<file path="config.mk">
export PLATFORM = sky130hd
export DESIGN_NAME = identify_queue
export DESIGN_NICKNAME = d
export VERILOG_FILES = /design/src/rtl/identify_queue.sv
export SDC_FILE = /design/constraint.sdc
export NUM_CORES = 1
export LEC_CHECK = 0
export BUFFER_PORTS_ARGS = -buffer_cell sky130_fd_sc_hd__buf_2
export CAP_MARGIN = 10
export CORE_ASPECT_RATIO = 0.75
export CORE_MARGIN = 3
export CORE_UTILIZATION = 41
export DETAILED_ROUTE_END_ITERATION = 10
export RECOVER_POWER = 50
export SLEW_MARGIN = 20
export SYNTH_ARGS = -nofsm -noshare
export SYNTH_HDL_FRONTEND = slang
export SYNTH_SLANG_ARGS = --single-unit
</file>
<file path="constraint.sdc">
create_clock -name i_clk -period 6.4 [get_ports i_clk]
set_input_delay 1.28 -clock i_clk [delete_from_list [all_inputs] [get_ports i_clk]]
set_output_delay 1.28 -clock i_clk [all_outputs]
set_load 0.01 [all_outputs]
</file>
<file path="src/rtl/identify_queue.sv">
// identify_queue: pairs prefix words with suffixes, classifies each instruction
// and buffers one record per instruction in a show-ahead FIFO.
module identify_queue #(
  parameter int DEPTH = 4,
  parameter int ALLOW_PREFIX = 1,
  localparam int CNT_W = $clog2(DEPTH + 1)
) (
  input  logic             i_clk,
  input  logic             i_rst,
  input  logic             i_flush,
  input  logic             i_valid,
  output logic             o_ready,
  input  logic [0:31]      i_instr,
  output logic             o_valid,
  input  logic             i_ready,
  output logic [0:31]      o_prefix,
  output logic [0:31]      o_suffix,
  output logic [2:0]       o_class,
  output logic [3:0]       o_subop,
  output logic [CNT_W-1:0] o_count,
  output logic             o_stall_fetch_arb
);
  localparam int PW = $clog2(DEPTH);
  localparam logic [CNT_W-1:0] FULL = CNT_W'(DEPTH);
  typedef enum logic {IDLE, PFX} state_t;
  state_t r_state, w_next;
  logic [0:31] r_pfx;
  logic [0:31] r_mp [DEPTH];
  logic [0:31] r_ms [DEPTH];
  logic [2:0] r_mc [DEPTH];
  logic [3:0] r_mo [DEPTH];
  logic [PW-1:0] r_wr, r_rd;
  logic [CNT_W-1:0] r_count;
  logic [5:0] w_op;
  logic [9:0] w_xo;
  logic [2:0] w_cls;
  logic [3:0] w_sub;
  logic w_acc, w_start, w_push, w_pop;
  assign w_op = i_instr[0:5];
  assign w_xo = i_instr[21:30];
  assign o_ready = ~i_rst & ~i_flush & (r_count < FULL);
  assign o_stall_fetch_arb = ~o_ready;
  assign o_valid = r_count != '0;
  assign o_count = r_count;
  assign w_acc = i_valid & o_ready;
  assign w_start = (r_state == IDLE) && (w_op == 6'd1) && (ALLOW_PREFIX != 0);
  assign w_push = w_acc & ~w_start;
  assign w_pop = o_valid & i_ready;
  assign o_prefix = o_valid ? r_mp[r_rd] : '0;
  assign o_suffix = o_valid ? r_ms[r_rd] : '0;
  assign o_class = o_valid ? r_mc[r_rd] : '0;
  assign o_subop = o_valid ? r_mo[r_rd] : '0;
  always_comb begin
    w_next = r_state;
    if (w_acc) w_next = w_start ? PFX : IDLE;
  end
  always_comb begin
    w_cls = 3'd0;
    w_sub = 4'd0;
    if (r_state == PFX) w_cls = (w_op == 6'd1) ? 3'd4 : 3'd3;
    else if (w_op == 6'd18) w_cls = 3'd1;
    else if (w_op == 6'd16) begin
      w_cls = 3'd1;
      w_sub = 4'd1;
    end else if (w_op == 6'd19) begin
      case (w_xo)
        10'd16:  begin w_cls = 3'd1; w_sub = 4'd2; end
        10'd528: begin w_cls = 3'd1; w_sub = 4'd3; end
        10'd560: begin w_cls = 3'd1; w_sub = 4'd4; end
        10'd257: begin w_cls = 3'd2; w_sub = 4'd0; end
        10'd225: begin w_cls = 3'd2; w_sub = 4'd1; end
        10'd449: begin w_cls = 3'd2; w_sub = 4'd2; end
        10'd193: begin w_cls = 3'd2; w_sub = 4'd3; end
        10'd33:  begin w_cls = 3'd2; w_sub = 4'd4; end
        10'd289: begin w_cls = 3'd2; w_sub = 4'd5; end
        10'd129: begin w_cls = 3'd2; w_sub = 4'd6; end
        10'd417: begin w_cls = 3'd2; w_sub = 4'd7; end
        10'd0:   begin w_cls = 3'd2; w_sub = 4'd8; end
        default: ;
      endcase
    end
  end
  always_ff @(posedge i_clk) begin
    if (i_rst) begin
      r_state <= IDLE;
      r_pfx <= '0;
      r_wr <= '0;
      r_rd <= '0;
      r_count <= '0;
      for (int k = 0; k < DEPTH; k++) begin
        r_mp[k] <= '0;
        r_ms[k] <= '0;
        r_mc[k] <= '0;
        r_mo[k] <= '0;
      end
    end else if (i_flush) begin
      r_state <= IDLE;
      r_pfx <= '0;
      r_wr <= '0;
      r_rd <= '0;
      r_count <= '0;
    end else begin
      r_state <= w_next;
      if (w_acc & w_start) r_pfx <= i_instr;
      if (w_push) begin
        r_mp[r_wr] <= (r_state == PFX) ? r_pfx : '0;
        r_ms[r_wr] <= i_instr;
        r_mc[r_wr] <= w_cls;
        r_mo[r_wr] <= w_sub;
        r_wr <= r_wr + 1'b1;
      end
      if (w_pop) r_rd <= r_rd + 1'b1;
      r_count <= r_count + CNT_W'(w_push) - CNT_W'(w_pop);
    end
  end
endmodule

</file>
==> run metrics <==
Cell Int Power=~3.6 mW; adder-cell share of the synthesized area=0.317%; htree depth=1; die outline area=between 30000 and 40000 um^2; # resized after CTS=0; Worst Min Path Start=r_pfx[24]$_SDFFE_PP0P_; Power Density=280 nW/um^2; crit start category=primary input; Synthesis Warnings=0; top cells by area, synth=sky130_fd_sc_hd__edfxtp_1 (60%), sky130_fd_sc_hd__mux4_2 (11%), sky130_fd_sc_hd__and2_1 (8.7%); sequential area share after synthesis=between 60% and 70%; pin count of the biggest net entering global routing=74; multiplexer share of the synthesized area=approximately 11%; Combinational Power Share=~5.1%; nets in the synthesized netlist=1082; cell taking the most area after synthesis=sky130_fd_sc_hd__edfxtp_1; end of the worst register-to-register path=r_mp[3][0]$_DFFE_PP_; Routability Congestion=between 0.7 and 0.8; most frequent cell after synthesis=sky130_fd_sc_hd__edfxtp_1; antenna diode instance count=0; Compound-Gate Fraction of Synth Area=1.95%; critical path peak fanout=31; global-route total usage across every layer=a little under a fifth; Synth top area share=roughly 60%; average vias per placed instance=5.18; horizontal die dimension=roughly 220 um; Leak=6.07 nW; fraction of power consumed by sequential logic=a little over half; switching component of the power=approximately 960 uW; largest family of logic cells by synthesized area=simple AND/OR/NAND/NOR gates; Syn-to-layout area delta=14.5%; slew of the pin with the lowest slew margin=roughly 2500 ps; dominant synthesized flop cell=sky130_fd_sc_hd__edfxtp_1; total of hold buffers inserted after clock tree synthesis=0; Fillers=approximately 3000; top-level port count=between 100 and 150; Gate Count Post-Synth=between 1000 and 1500; total of flip-flops plus latches after synthesis=326; clock tree from TritonCTS=yes; clock slew at reported path FFs=about 60 ps; cell-by-cell listing of the critical path=clkbuf_1 -> or4b_1 -> a31oi_1 -> a21oi_1 -> a21oi_1 -> buf_4; normalized max-slew margin=-65.5%; Port Buffers=113; Post-CTS Setup Inserts=0; number of search-and-repair iterations in the first detailed-routing pass=5; data arrival at the endpoint of the critical path=5130 ps; Worst R2R Start=o_count[2]$_SDFF_PP0_; drt wl/cell=20.7 um; clock buffers created by TritonCTS=31; portion of the clock cycle consumed by the worst path in the final layout=77.0%; Max Slew Vio Count=~240; HPWL after detailed placement=just over 20000 um; wire length of the first global-routing pass=about 53000 um; Hold Path Sink=r_pfx[24]$_SDFFE_PP0P_; post-synth design cell area=around 14000 um^2; clk buf depth=3; RSZ-0062 raised after global routing=no; Hold Crit Class=reg -> reg; Synth cell types=40; final setup violation count=0; global-route congestion overflow total=0; Max Clock Skew=slightly below 8 ps; fraction of registers with async set or reset after synthesis=0%; setup total negative slack=0 ps; net count reported at finish=between 1000 and 1500; vias in the first global route=between 8000 and 9000; VDD IR max=around 0.00014 V; worst stage delay on the critical path=~1500 ps; minimum clock period after layout=approximately 5000 ps; Worst EP required=around 6600 ps; switching part of the total power=21.2%; DR vias=8360; number of clock sinks=approximately 330; worst hold path depth=2; library cell contributing the largest single delay on the critical path=sky130_fd_sc_hd__a21oi_1; FMAX=roughly 200 MHz; depth of the worst register-to-register path=5; standard cell core area=roughly 34000 um^2; Starting DRT DRC Count=644; simple-gate portion of the synthesized area=16.9%; slack of the worst reg-to-reg path=about 2100 ps; proportion of power drawn by the clock network=a little over two fifths; row count=58; cell at the root of the clock tree=sky130_fd_sc_hd__clkbuf_16; violated checks=max-capacitance violations, max-slew violations; Critical Path Sink Type=flop; post-route ant nets=0; Final Total Pwr=4.55 mW; die height=between 150 and 200 um; Critical Path Most Common Cell=sky130_fd_sc_hd__a21oi_1; syn avg cell area=13.6 um^2; number of maximum-capacitance constraint violations=7; Clk Latency, worst-skew pair=around 560 ps; DRC viols=0; final hold violation count=0; most used standard cells in the synthesized netlist=sky130_fd_sc_hd__edfxtp_1 (284), sky130_fd_sc_hd__and2_1 (198), sky130_fd_sc_hd__nor2_1 (134), sky130_fd_sc_hd__nand2_1 (95), sky130_fd_sc_hd__mux4_2 (71); critical path class=in -> reg; outcome=complete, but fails checks; number of flops mapped to enable cells by yosys=284; fraction of final layout cells with drive strength greater than 1=21.6%; post-synthesis xor/xnor area fraction=less than 1%; wire length reported by the detailed router=around 33000 um; starting density of the core=between 40% and 50%; antenna violations before repair=1
==> per-stage QoR <==
step,utilization (%),hold slack (ps),area (um^2),std cells,setup WS [ps]
floorplan,-,437,14200,1042,1520
global placement,45.2,447,15300,1556,1980
detailed placement,45.2,447,15300,1556,1910
CTS,48.3,457,16300,1613,2260
global route,48.0,470,16200,1613,1150
finish,48.0,455,16200,1613,1470
==> cells in the final DEF, fill, tap and decap left out, drive strengths merged, types with 9 or more instances in the layout <==
cell type,n
buf,120
nand2,95
clkinv,9
nor3,10
clkbuf,55
mux4,71
dfxtp,42
and2,198
edfxtp,284
nor2,134
a21oi,31
inv,46
==> registers in the layout (all words and copies together) (netlist names), named ones only <==
name	flops
r_wr	2
r_pfx	32
r_ms	128
r_mp	128
o_count	3
r_mo	16
r_state	1
r_mc	12
r_rd	2
==> cells by family (layout without fill, tap and decap cells) <==
logic type                 Yosys count  count (layout)
and+or+nand+nor                    473             473
DFF                                326             326
AOI/OAI and AO/OA                   46              46
xor gates and xnor gates             7               7
adders and majority gates            3               3
muxes                               71              71
buffers and inverters              116             237
==> critical path, delay by kind of cell <==
kind | cells | cell delay (ps)
simple gates | 1 | 740
compound gates | 3 | 2220
buf+inv | 2 | 820
==> worst max-delay path by stage <==
stage | from | endpoint | slack, ps | cells past startpoint
detailed placement | i_rst | r_ms[2][5]$_SDFFCE_PN0P_ | 1910 | 8
floorplan | i_flush | r_mc[3][0]$_DFFE_PP_ | 1520 | 6
global placement | i_rst | r_ms[2][9]$_SDFFCE_PN0P_ | 1980 | 8
CTS | flop | o_suffix[29] | 2260 | 4
finish | i_rst | r_mp[3][0]$_DFFE_PP_ | 1470 | 6
global route | i_rst | r_mp[3][0]$_DFFE_PP_ | 1150 | 6
==> per-layer routing <==
metal | vias up | GRT usage (%) | share of wire, % | routed length (um)
met3 | 42 | 3.00 | 4.7 | 1560
met2 | 210 | 29.3 | 47 | 15600
met5 | - | 0.258 | 0.039 | 13
met1 | 4252 | 26.7 | 46 | 15500
li1 | 3854 | - | - | -
met4 | 2 | 3.89 | 2.0 | 682
==> final cells by class <==
type / instances / area [um^2] / area share (%)
tap: 450 / 563 / 3.47
clock inverter: 16 / 209 / 1.29
clock buffer: 41 / 833 / 5.13
sequential: 326 / 9380 / 57.7
timing repair buffer: 134 / 711 / 4.37
multi-input combinational: 600 / 4380 / 27.0
inverter: 46 / 173 / 1.06
==> power by group through the flow <==
stage	combinational (mW)	sequential [mW]	clock (mW)
6_report	0.233	2.41	1.91
5_1_grt	0.257	2.42	2.03
4_1_cts	0.244	2.41	1.94
3_5_place_dp	0.243	2.45	0
3_3_place_gp	0.242	2.45	0
2_1_floorplan	0.137	2.45	0
No activity file was read; power rests on OpenSTA's default activity.
